<file path="src/rtl/switch_ctrl_pkg.sv">
// Shared event-code definitions for the switch event controller.
package switch_ctrl_pkg;

  localparam int CODE_W = 2;
  typedef logic [CODE_W-1:0] code_t;

  localparam code_t CODE_RELEASE = 2'b00;
  localparam code_t CODE_PRESS    = 2'b01;
  localparam code_t CODE_LONG     = 2'b10;

  function automatic int max_int(input int a, input int b);
    return (a > b) ? a : b;
  endfunction

endpackage

</file>
<file path="src/rtl/sw_debounce_lane.sv">
// One switch lane: synchronizer, debounce counter, optional hold counter, pending slot.
// Long-press hold counter is present only when SWITCH_LONG_PRESS_EN is defined.
module sw_debounce_lane
  import switch_ctrl_pkg::*;
#(
  parameter int STABLE_TICKS = 100,
  parameter int LONG_TICKS   = 10000
) (
  input  logic  i_Clk,
  input  logic  i_Rst_L,
  input  logic  tick,
  input  logic  raw_sw,
  input  logic  grant_clr,
  output logic  sw_level,
  output logic  pend_valid,
  output code_t pend_code,
  output logic  overrun_pulse
);

  localparam int CNT_MAX = max_int(STABLE_TICKS, LONG_TICKS);
  localparam int CNT_W   = $clog2(CNT_MAX + 1);
  localparam logic [CNT_W-1:0] STABLE_C = CNT_W'(STABLE_TICKS);
  localparam logic [CNT_W-1:0] SAT_C    = CNT_W'(CNT_MAX);

  logic [1:0]       sync_reg;
  logic             sw_reg, sw_next;
  logic [CNT_W-1:0] cnt_reg, cnt_next;
  logic             pend_valid_reg, pend_valid_next;
  code_t            pend_code_reg, pend_code_next;
  logic             deb_evt;
  code_t            deb_code;
  logic             long_evt;
  logic             new_evt;
  code_t            new_code;
  logic             sync_sw;

  assign sync_sw = sync_reg[1];

  always_comb begin
    sw_next  = sw_reg;
    cnt_next = cnt_reg;
    deb_evt  = 1'b0;
    deb_code = CODE_RELEASE;
    if (sync_sw == sw_reg) begin
      cnt_next = '0;
    end else if (tick) begin
      if (cnt_reg >= STABLE_C - 1'b1) begin
        sw_next  = sync_sw;
        cnt_next = '0;
        deb_evt  = 1'b1;
        deb_code = sync_sw ? CODE_PRESS : CODE_RELEASE;
      end else if (cnt_reg != SAT_C) begin
        cnt_next = cnt_reg + 1'b1;
      end
    end
  end

`ifdef SWITCH_LONG_PRESS_EN
  localparam logic [CNT_W-1:0] LONG_C = CNT_W'(LONG_TICKS);
  logic [CNT_W-1:0] hold_reg, hold_next;

  // Hold counter stops at LONG_TICKS, so the long event fires once per press.
  always_comb begin
    hold_next = hold_reg;
    long_evt  = 1'b0;
    if (!sw_reg) begin
      hold_next = '0;
    end else if (tick && (hold_reg != LONG_C)) begin
      hold_next = hold_reg + 1'b1;
      long_evt  = ((hold_reg + 1'b1) == LONG_C);
    end
  end

  always_ff @(posedge i_Clk or negedge i_Rst_L) begin
    if (!i_Rst_L) hold_reg <= '0;
    else          hold_reg <= hold_next;
  end
`else
  assign long_evt = 1'b0;
`endif

  // A slot cleared by a grant on this edge is not an overrun.
  always_comb begin
    new_evt         = deb_evt | long_evt;
    new_code        = deb_evt ? deb_code : CODE_LONG;
    pend_valid_next = pend_valid_reg & ~grant_clr;
    pend_code_next  = pend_code_reg;
    overrun_pulse   = 1'b0;
    if (new_evt) begin
      pend_valid_next = 1'b1;
      pend_code_next  = new_code;
      overrun_pulse   = pend_valid_reg & ~grant_clr;
    end
  end

  always_ff @(posedge i_Clk or negedge i_Rst_L) begin
    if (!i_Rst_L) begin
      sync_reg       <= '0;
      sw_reg         <= 1'b0;
      cnt_reg        <= '0;
      pend_valid_reg <= 1'b0;
      pend_code_reg  <= CODE_RELEASE;
    end else begin
      sync_reg       <= {sync_reg[0], raw_sw};
      sw_reg         <= sw_next;
      cnt_reg        <= cnt_next;
      pend_valid_reg <= pend_valid_next;
      pend_code_reg  <= pend_code_next;
    end
  end

  assign sw_level   = sw_reg;
  assign pend_valid = pend_valid_reg;
  assign pend_code  = pend_code_reg;

endmodule

</file>
<file path="src/rtl/switch_event_ctrl.sv">
// Debounced switch bank with round-robin event output and sticky overrun flag.
// Long-press events are built only with SWITCH_LONG_PRESS_EN defined.
module switch_event_ctrl
  import switch_ctrl_pkg::*;
#(
  parameter int NUM_SW       = 4,
  parameter int TICK_DIV     = 2500,
  parameter int STABLE_TICKS = 100,
  parameter int LONG_TICKS   = 10000
) (
  input  logic                      i_Clk,
  input  logic                      i_Rst_L,
  input  logic [NUM_SW-1:0]         i_Switch,
  output logic [NUM_SW-1:0]         o_Switch,
  output logic                      o_Event_Valid,
  input  logic                      i_Event_Ready,
  output logic [$clog2(NUM_SW)-1:0] o_Event_Id,
  output logic [CODE_W-1:0]         o_Event_Code,
  output logic                      o_Overrun
);

  localparam int ID_W  = $clog2(NUM_SW);
  localparam int PRE_W = $clog2(TICK_DIV);

  logic [PRE_W-1:0] presc_reg, presc_next;
  logic             tick;

  logic [NUM_SW-1:0] pend_valid;
  code_t             pend_code [NUM_SW];
  logic [NUM_SW-1:0] ovr_pulse;
  logic [NUM_SW-1:0] grant_clr;

  logic [ID_W-1:0] last_grant_reg, last_grant_next;
  logic [ID_W-1:0] grant_idx, lane_idx;
  logic            grant_found;
  logic            load;

  logic            out_valid_reg, out_valid_next;
  logic [ID_W-1:0] out_id_reg, out_id_next;
  code_t           out_code_reg, out_code_next;
  logic            overrun_reg, overrun_next;

  assign tick       = (presc_reg == PRE_W'(TICK_DIV - 1));
  assign presc_next = tick ? '0 : presc_reg + 1'b1;

  generate
    for (genvar gi = 0; gi < NUM_SW; gi++) begin : g_lane
      assign grant_clr[gi] = load && (grant_idx == ID_W'(gi));

      sw_debounce_lane #(
        .STABLE_TICKS(STABLE_TICKS),
        .LONG_TICKS  (LONG_TICKS)
      ) u_lane (
        .i_Clk        (i_Clk),
        .i_Rst_L      (i_Rst_L),
        .tick         (tick),
        .raw_sw       (i_Switch[gi]),
        .grant_clr    (grant_clr[gi]),
        .sw_level     (o_Switch[gi]),
        .pend_valid   (pend_valid[gi]),
        .pend_code    (pend_code[gi]),
        .overrun_pulse(ovr_pulse[gi])
      );
    end
  endgenerate

  // Search starts one past the last grant; reset value makes lane 0 first.
  always_comb begin
    grant_found = 1'b0;
    grant_idx   = '0;
    lane_idx    = '0;
    for (int k = 1; k <= NUM_SW; k++) begin
      lane_idx = ID_W'((int'(last_grant_reg) + k) % NUM_SW);
      if (!grant_found && pend_valid[lane_idx]) begin
        grant_found = 1'b1;
        grant_idx   = lane_idx;
      end
    end
  end

  assign load = grant_found && (!out_valid_reg || i_Event_Ready);

  always_comb begin
    out_valid_next  = out_valid_reg;
    out_id_next     = out_id_reg;
    out_code_next   = out_code_reg;
    last_grant_next = last_grant_reg;
    overrun_next    = overrun_reg | (|ovr_pulse);
    if (load) begin
      out_valid_next  = 1'b1;
      out_id_next     = grant_idx;
      out_code_next   = pend_code[grant_idx];
      last_grant_next = grant_idx;
    end else if (i_Event_Ready) begin
      out_valid_next = 1'b0;
    end
  end

  always_ff @(posedge i_Clk or negedge i_Rst_L) begin
    if (!i_Rst_L) begin
      presc_reg      <= '0;
      last_grant_reg <= ID_W'(NUM_SW - 1);
      out_valid_reg  <= 1'b0;
      out_id_reg     <= '0;
      out_code_reg   <= CODE_RELEASE;
      overrun_reg    <= 1'b0;
    end else begin
      presc_reg      <= presc_next;
      last_grant_reg <= last_grant_next;
      out_valid_reg  <= out_valid_next;
      out_id_reg     <= out_id_next;
      out_code_reg   <= out_code_next;
      overrun_reg    <= overrun_next;
    end
  end

  assign o_Event_Valid = out_valid_reg;
  assign o_Event_Id    = out_id_reg;
  assign o_Event_Code  = out_code_reg;
  assign o_Overrun     = overrun_reg;

endmodule

</file>
<file path="config.mk">
export PLATFORM = sky130hd
export DESIGN_NAME = switch_event_ctrl
export DESIGN_NICKNAME = d
export VERILOG_FILES = /design/src/rtl/switch_ctrl_pkg.sv /design/src/rtl/sw_debounce_lane.sv /design/src/rtl/switch_event_ctrl.sv
export SDC_FILE = /design/constraint.sdc
export NUM_CORES = 1
export LEC_CHECK = 0
export ABC_CLOCK_PERIOD_IN_PS = 3050
export CORE_UTILIZATION = 60
export CTS_CLUSTER_SIZE = 14
export DETAILED_ROUTE_END_ITERATION = 10
export PLACE_DENSITY = 0.91
export SKIP_CTS_REPAIR_TIMING = 1
export SKIP_LAST_GASP = 1
export SYNTH_ARGS = -nofsm -noshare
export SYNTH_HDL_FRONTEND = slang
export SYNTH_SLANG_ARGS = --single-unit
</file>
<file path="constraint.sdc">
create_clock -name i_Clk -period 3.05 [get_ports i_Clk]
set_input_delay 0.4575 -clock i_Clk [delete_from_list [all_inputs] [get_ports i_Clk]]
set_output_delay 0.4575 -clock i_Clk [all_outputs]
set_load 0.01 [all_outputs]
</file>
==> impl_metrics.env, run 1 <==
export IMPL_criticalPathCategory="reg -> reg"
export IMPL_mappedNetlistArea_um2=4480
export IMPL_initial_utilization=0.618
export IMPL_synth_most_common_cell="dfrtp_1"
export IMPL_yosys_area_top_type_share=0.519
export IMPL_stdcell_count=568
export IMPL_synthCells=440
export IMPL_hold_class="in -> async"
export IMPL_vdd_ir_drop_max_v=0.000262
export IMPL_syn_nets=456
export IMPL_relSlewSlack=0.538
export IMPL_rows=31
export IMPL_ys_seq_elements=95
export IMPL_antenna_left=0
export IMPL_die_area_um2=7820
export IMPL_numCtsBuffers=9
export IMPL_drc=2
export IMPL_crit_start="presc_reg[2]"
export IMPL_fmax_mhz=390
export IMPL_cp_data_required_time_ns=3.34
export IMPL_p_int_mw=1.88
export IMPL_clk_latency_ns=0.36
export IMPL_violations="design-rule violations"
export IMPL_finalSetupTns_ns=0
export IMPL_first_iter_violations=239
export IMPL_synth_top_area_cell="dfrtp_1"
export IMPL_pwr_share_clk=0.310
export IMPL_finalCritPeriodShare=0.840
export IMPL_synth_edf_count=0
export IMPL_first_pass_iters=7
export IMPL_register_area_um2=2380
export IMPL_synthFlopType="dfrtp_1"
export IMPL_clock_skew_ns=0.00985
export IMPL_largest_register_ffs=56
export IMPL_grt_pass1_wl_um=15400
export IMPL_r2r_start="presc_reg[2]"
export IMPL_seq_power_share=0.535
export IMPL_cts_buffer_depth=2
export IMPL_multi_input_area_um2=1990
export IMPL_num_antenna_cells=0
export IMPL_die_w_um=88.4
export IMPL_drv_slew=0
export IMPL_coreArea_um2=7250
export IMPL_die_h_um=88.4
export IMPL_portBuffers=15
export IMPL_status="complete, but fails checks"
export IMPL_async_flop_share=1.00
export IMPL_clock_sinks=95
export IMPL_yosysWarnings=0
export IMPL_end_kind="flip-flop"
export IMPL_cts_tree="done"
export IMPL_grt_usage=0.258
export IMPL_hold_viol=0
export IMPL_finalSetupViolCount=0
export IMPL_yosysSeqAreaShare=0.531
export IMPL_syn_area_per_cell_um2=10.2
export IMPL_overflow=0
export IMPL_netSwitchingPower_mw=0.713
export IMPL_worstPathArrival_ns=2.85
export IMPL_hpwl_um=6400
export IMPL_grt_max_degree=55
export IMPL_critPathLaunchType="flip-flop"
export IMPL_antenna_found_initial=0
export IMPL_detail_route_vias_per_cell=6.07
export IMPL_crit_fanout=8
export IMPL_p_sw_frac=0.275
export IMPL_dp_cells=554
export IMPL_synthTopCellsByArea="dfrtp_1 52%, o21ai_0 4.2%, nor2_1 3.9%"
export IMPL_synth_cell_types=59
export IMPL_finalCriticalPeriod_ns=2.56
export IMPL_num_io_pins=17
export IMPL_grt_setup_unrepaired="false"
export IMPL_placed_area_um2=4750
export IMPL_synthTopCellsByCount="93 x dfrtp_1, 47 x nor2_1, 38 x nand2_1, 38 x o21ai_0, 20 x nand3_1"
export IMPL_maxCapViolations=0
export IMPL_area_growth_pct=10.2
export IMPL_vias=3447
export IMPL_fin_area_um2=4940
export IMPL_wl_um=9110
export IMPL_grt_pass1_vias=3383
export IMPL_num_fill_cells=549
export IMPL_layout_drive_gt1_share=0.102
export IMPL_nets=482
export IMPL_p_leak_nw=2.22
export IMPL_routedWlPerCell_um=16.0
export IMPL_cts_max_level=3
export IMPL_combPwrFrac=0.154
export IMPL_tightest_slew_ns=0.687
export IMPL_gp_congestion=0.901
export IMPL_root_buffer="clkbuf_8"
export IMPL_p_per_area_nw_per_um2=525
export IMPL_cts_clk_slew_worst_paths_ns=0.09
power by group through the flow:
stage	registers, mW	logic [mW]	clock network (mW)
after floorplan	1.40	0.236	0
after global placement	1.40	0.378	0
after detailed placement	1.41	0.395	0
after CTS	1.38	0.396	0.815
after global routing	1.40	0.439	0.863
final	1.39	0.400	0.804
logic make-up (layout without fill, tap and decap cells):
group / after synthesis / after routing / share of synthesized area
adder cells (fa/ha/maj): 9 / 9 / 0.0251
AND/OR/NAND/NOR: 184 / 184 / 0.216
flip-flops: 95 / 95 / 0.531
other: 1 / 1 / 0.000837
multiplexers: 10 / 10 / 0.0240
AO/OA/AOI/OAI: 96 / 96 / 0.135
XOR/XNOR: 22 / 22 / 0.0430
buffers and inverters: 23 / 52 / 0.0251
final timing paths:
| path | slack, ns | end | depth (start not counted) |
|---|---|---|---|
| min in group i_Clk | 0.35 | g_lane[3].u_lane.sync_reg[1] | 0 |
| setup / recovery | 0.49 | g_lane[2].u_lane.cnt_reg[3] | 6 |
| hold / removal | 0.12 | g_lane[3].u_lane.cnt_reg[13] | 1 |
| max in group asynchronous | 2.11 | last_grant_reg[0] | 2 |
| hold reg to reg | 0.35 | g_lane[3].u_lane.sync_reg[1] | 0 |
| setup reg to reg | 0.49 | g_lane[2].u_lane.cnt_reg[3] | 6 |
metrics by stage:
step            util  power, mW  hold slack (ns)  worst slack (ns)
6_report       0.681       2.59            0.117             0.488
5_1_grt        0.681       2.70            0.166             0.342
4_1_cts        0.681       2.60            0.150             0.478
3_5_place_dp   0.655       1.80            0.337             0.486
3_3_place_gp   0.655       1.78            0.332             0.569
2_1_floorplan      -       1.64            0.162             0.732
cell type report:
type / instances / area share
Clock buffer: 11 / 0.0286
Tap cell: 99 / 0.0251
Inverter: 16 / 0.0122
Clock inverter: 3 / 0.00912
Multi-Input combinational cell: 322 / 0.403
Sequential cell: 95 / 0.482
Timing Repair Buffer: 22 / 0.0405
layer usage:
metal | GRT usage | wire length, um
met1 | 0.327 | 3870
met2 | 0.429 | 4550
met3 | 0.0513 | 421
met4 | 0.125 | 265
met5 | 0 | 0
critical path, cell delays in order (launching register included):
cell and delay, ns:
dfrtp_1 0.43, or4_4 0.56, or3_1 0.55, o21ai_4 0.32
nor2b_2 0.13, or3_1 0.36, a21oi_1 0.14
cell usage in the layout, fill, tap and decap left out, types with 8 or more instances in the layout:
master / count
nand2_1: 38
clkdlybuf4s50_1: 14
a31oi_1: 9
ha_1: 9
xnor2_1: 15
buf_4: 8
inv_1: 16
and3_1: 15
o21ai_0: 38
nand3_1: 20
dfrtp_1: 93
clkbuf_8: 10
nor2_1: 47
a21oi_1: 18
No activity file was read; power rests on OpenSTA's default activity.
==> run 2, diff against run 1 <==
- ABC_CLOCK_PERIOD_IN_PS: 3050 -> 2160
- CORE_UTILIZATION: 60 -> 55
- PLACE_DENSITY: 0.91 -> 0.88
- clock period: 3.05 -> 2.16 ns (I/O delays scaled with it)
==> impl_metrics.env, run 2 (synthesized netlist as in run 1, its figures left out) <==
export IMPL_critical_path_cell_chain="or4_4, nor3_4, buf_6, o31ai_2, nor2b_4, nor4_1, o21a_1"
export IMPL_largest_register_ffs=56
export IMPL_criticalPathCategory="reg -> reg"
export IMPL_finalWorstSetupSlack_ns=-0.0382
export IMPL_fin_area_um2=5430
export IMPL_cp_data_required_time_ns=2.46
export IMPL_cts_buffer_depth=2
export IMPL_grt_pass1_wl_um=17000
export IMPL_vias=3705
export IMPL_relSlewSlack=0.568
export IMPL_portBuffers=15
export IMPL_numCtsBuffers=9
export IMPL_violations="negative setup slack"
export IMPL_placed_area_um2=5040
export IMPL_stdcell_count=613
export IMPL_hpwl_um=7080
export IMPL_crit_fanout=8
export IMPL_cp_slowest_stage_delay_ns=0.58
export IMPL_tightest_slew_ns=0.643
export IMPL_cts_max_level=3
export IMPL_grt_pass1_vias=3697
export IMPL_critPathLaunchType="flip-flop"
export IMPL_drc=0
export IMPL_post_place_ws_ns=-0.0460
export IMPL_dp_cells=589
export IMPL_area_growth_pct=21.3
export IMPL_final_cell_mix="93 x dfrtp_1, 46 x nor2_1, 44 x buf_4, 38 x nand2_1, 32 x o21ai_0"
export IMPL_drv_slew=0
export IMPL_rows=32
export IMPL_layout_drive_gt1_share=0.211
export IMPL_cts_tree="done"
export IMPL_grt_usage=0.256
export IMPL_grt_setup_unrepaired="true"
export IMPL_worstPathArrival_ns=2.50
export IMPL_end_kind="flip-flop"
export IMPL_slowest_stage="or4_4"
export IMPL_p_leak_nw=2.49
export IMPL_vdd_ir_drop_max_v=0.000559
export IMPL_die_w_um=92.3
export IMPL_p_per_area_nw_per_um2=714
export IMPL_antenna_left=0
export IMPL_finalCriticalPeriod_ns=2.20
export IMPL_detail_route_vias_per_cell=6.04
export IMPL_cts_clk_slew_worst_paths_ns=0.09
export IMPL_clock_sinks=95
export IMPL_wl_um=10300
export IMPL_initial_utilization=0.574
export IMPL_root_buffer="clkbuf_8"
export IMPL_hold_class="reg -> reg"
export IMPL_hold_viol=0
export IMPL_finalSetupViolCount=5
export IMPL_nets=522
export IMPL_clk_latency_ns=0.36
export IMPL_first_pass_iters=5
export IMPL_clock_skew_ns=0.0139
export IMPL_first_iter_violations=294
export IMPL_die_h_um=92.3
export IMPL_finalCritPeriodShare=1.02
export IMPL_coreArea_um2=7810
export IMPL_status="complete, but fails checks"
export IMPL_num_antenna_cells=0
export IMPL_hold_depth=0
export IMPL_gp_congestion=0.912
export IMPL_total_power_mw=3.88
export IMPL_antenna_found_initial=0
export IMPL_final_common_cell="dfrtp_1"
export IMPL_worstRegToRegCells=7
export IMPL_fmax_mhz=455
export IMPL_routedWlPerCell_um=16.8
export IMPL_die_area_um2=8510
export IMPL_grt_max_degree=39
export IMPL_num_io_pins=17
export IMPL_overflow=0
export IMPL_maxCapViolations=0
export IMPL_finalSetupTns_ns=-0.106
## run 2: cell count changes in the layout (fill, tap and decap cells not counted), sizes merged
| cell | previous run | this run |
|---|---|---|
| clkinvlp | 2 | 1 |
| clkbuf | 11 | 12 |
| buf | 8 | 47 |
| inv | 16 | 17 |
| dlygate4sd3 | 0 | 1 |
| bufinv | 1 | 2 |
## run 2: where the power goes
part | switching [mW] | internal (mW) | leakage (nW)
sequential | 0.0901 | 1.87 | 1.28
clock | 0.615 | 0.721 | 0.113
combinational | 0.338 | 0.249 | 1.09
## run 2: cell type report
class	instances	area, um2
clock buffer	12	155
fill	542	2370
inverter	16	60.1
timing repair buffer	62	523
tap	102	128
clock inverter	4	76.3
multi-input combinational	322	2110
sequential	95	2380
## run 2: worst paths after layout
kind	end	start	slack, ns
setup / recovery	g_lane[2].u_lane.cnt_reg[13]	presc_reg[5]	-0.04
hold / removal	g_lane[1].u_lane.sync_reg[1]	g_lane[1].u_lane.sync_reg[0]	0.35
setup reg to reg	g_lane[2].u_lane.cnt_reg[13]	presc_reg[5]	-0.04
hold reg to reg	g_lane[1].u_lane.sync_reg[1]	g_lane[1].u_lane.sync_reg[0]	0.35
max in group asynchronous	last_grant_reg[0]	i_Rst_L	1.02
min in group asynchronous	g_lane[3].u_lane.cnt_reg[7]	i_Rst_L	0.46
## run 2: through the flow
stage | hold slack, ns | utilization
global placement | 0.323 | 0.646
global route | 0.368 | 0.696
CTS | -0.0632 | 0.675
detailed placement | 0.321 | 0.646
floorplan | 0.0284 | -
finish | 0.349 | 0.696
## run 2: critical path, delay by kind of cell (launching register included)
family                 cells  cell delay, ns
AND/OR/NAND/NOR            4            1.36
flip-flops                 1            0.39
AO/OA/AOI/OAI              2            0.25
buffers and inverters      1            0.14
## run 2: per-layer routing
metal	track usage	wire [um]	vias to the layer above
met5	0	0	-
met4	0.132	386	0
met3	0.0456	478	41
met2	0.408	5100	136
met1	0.337	4350	1826
li1	-	-	1702
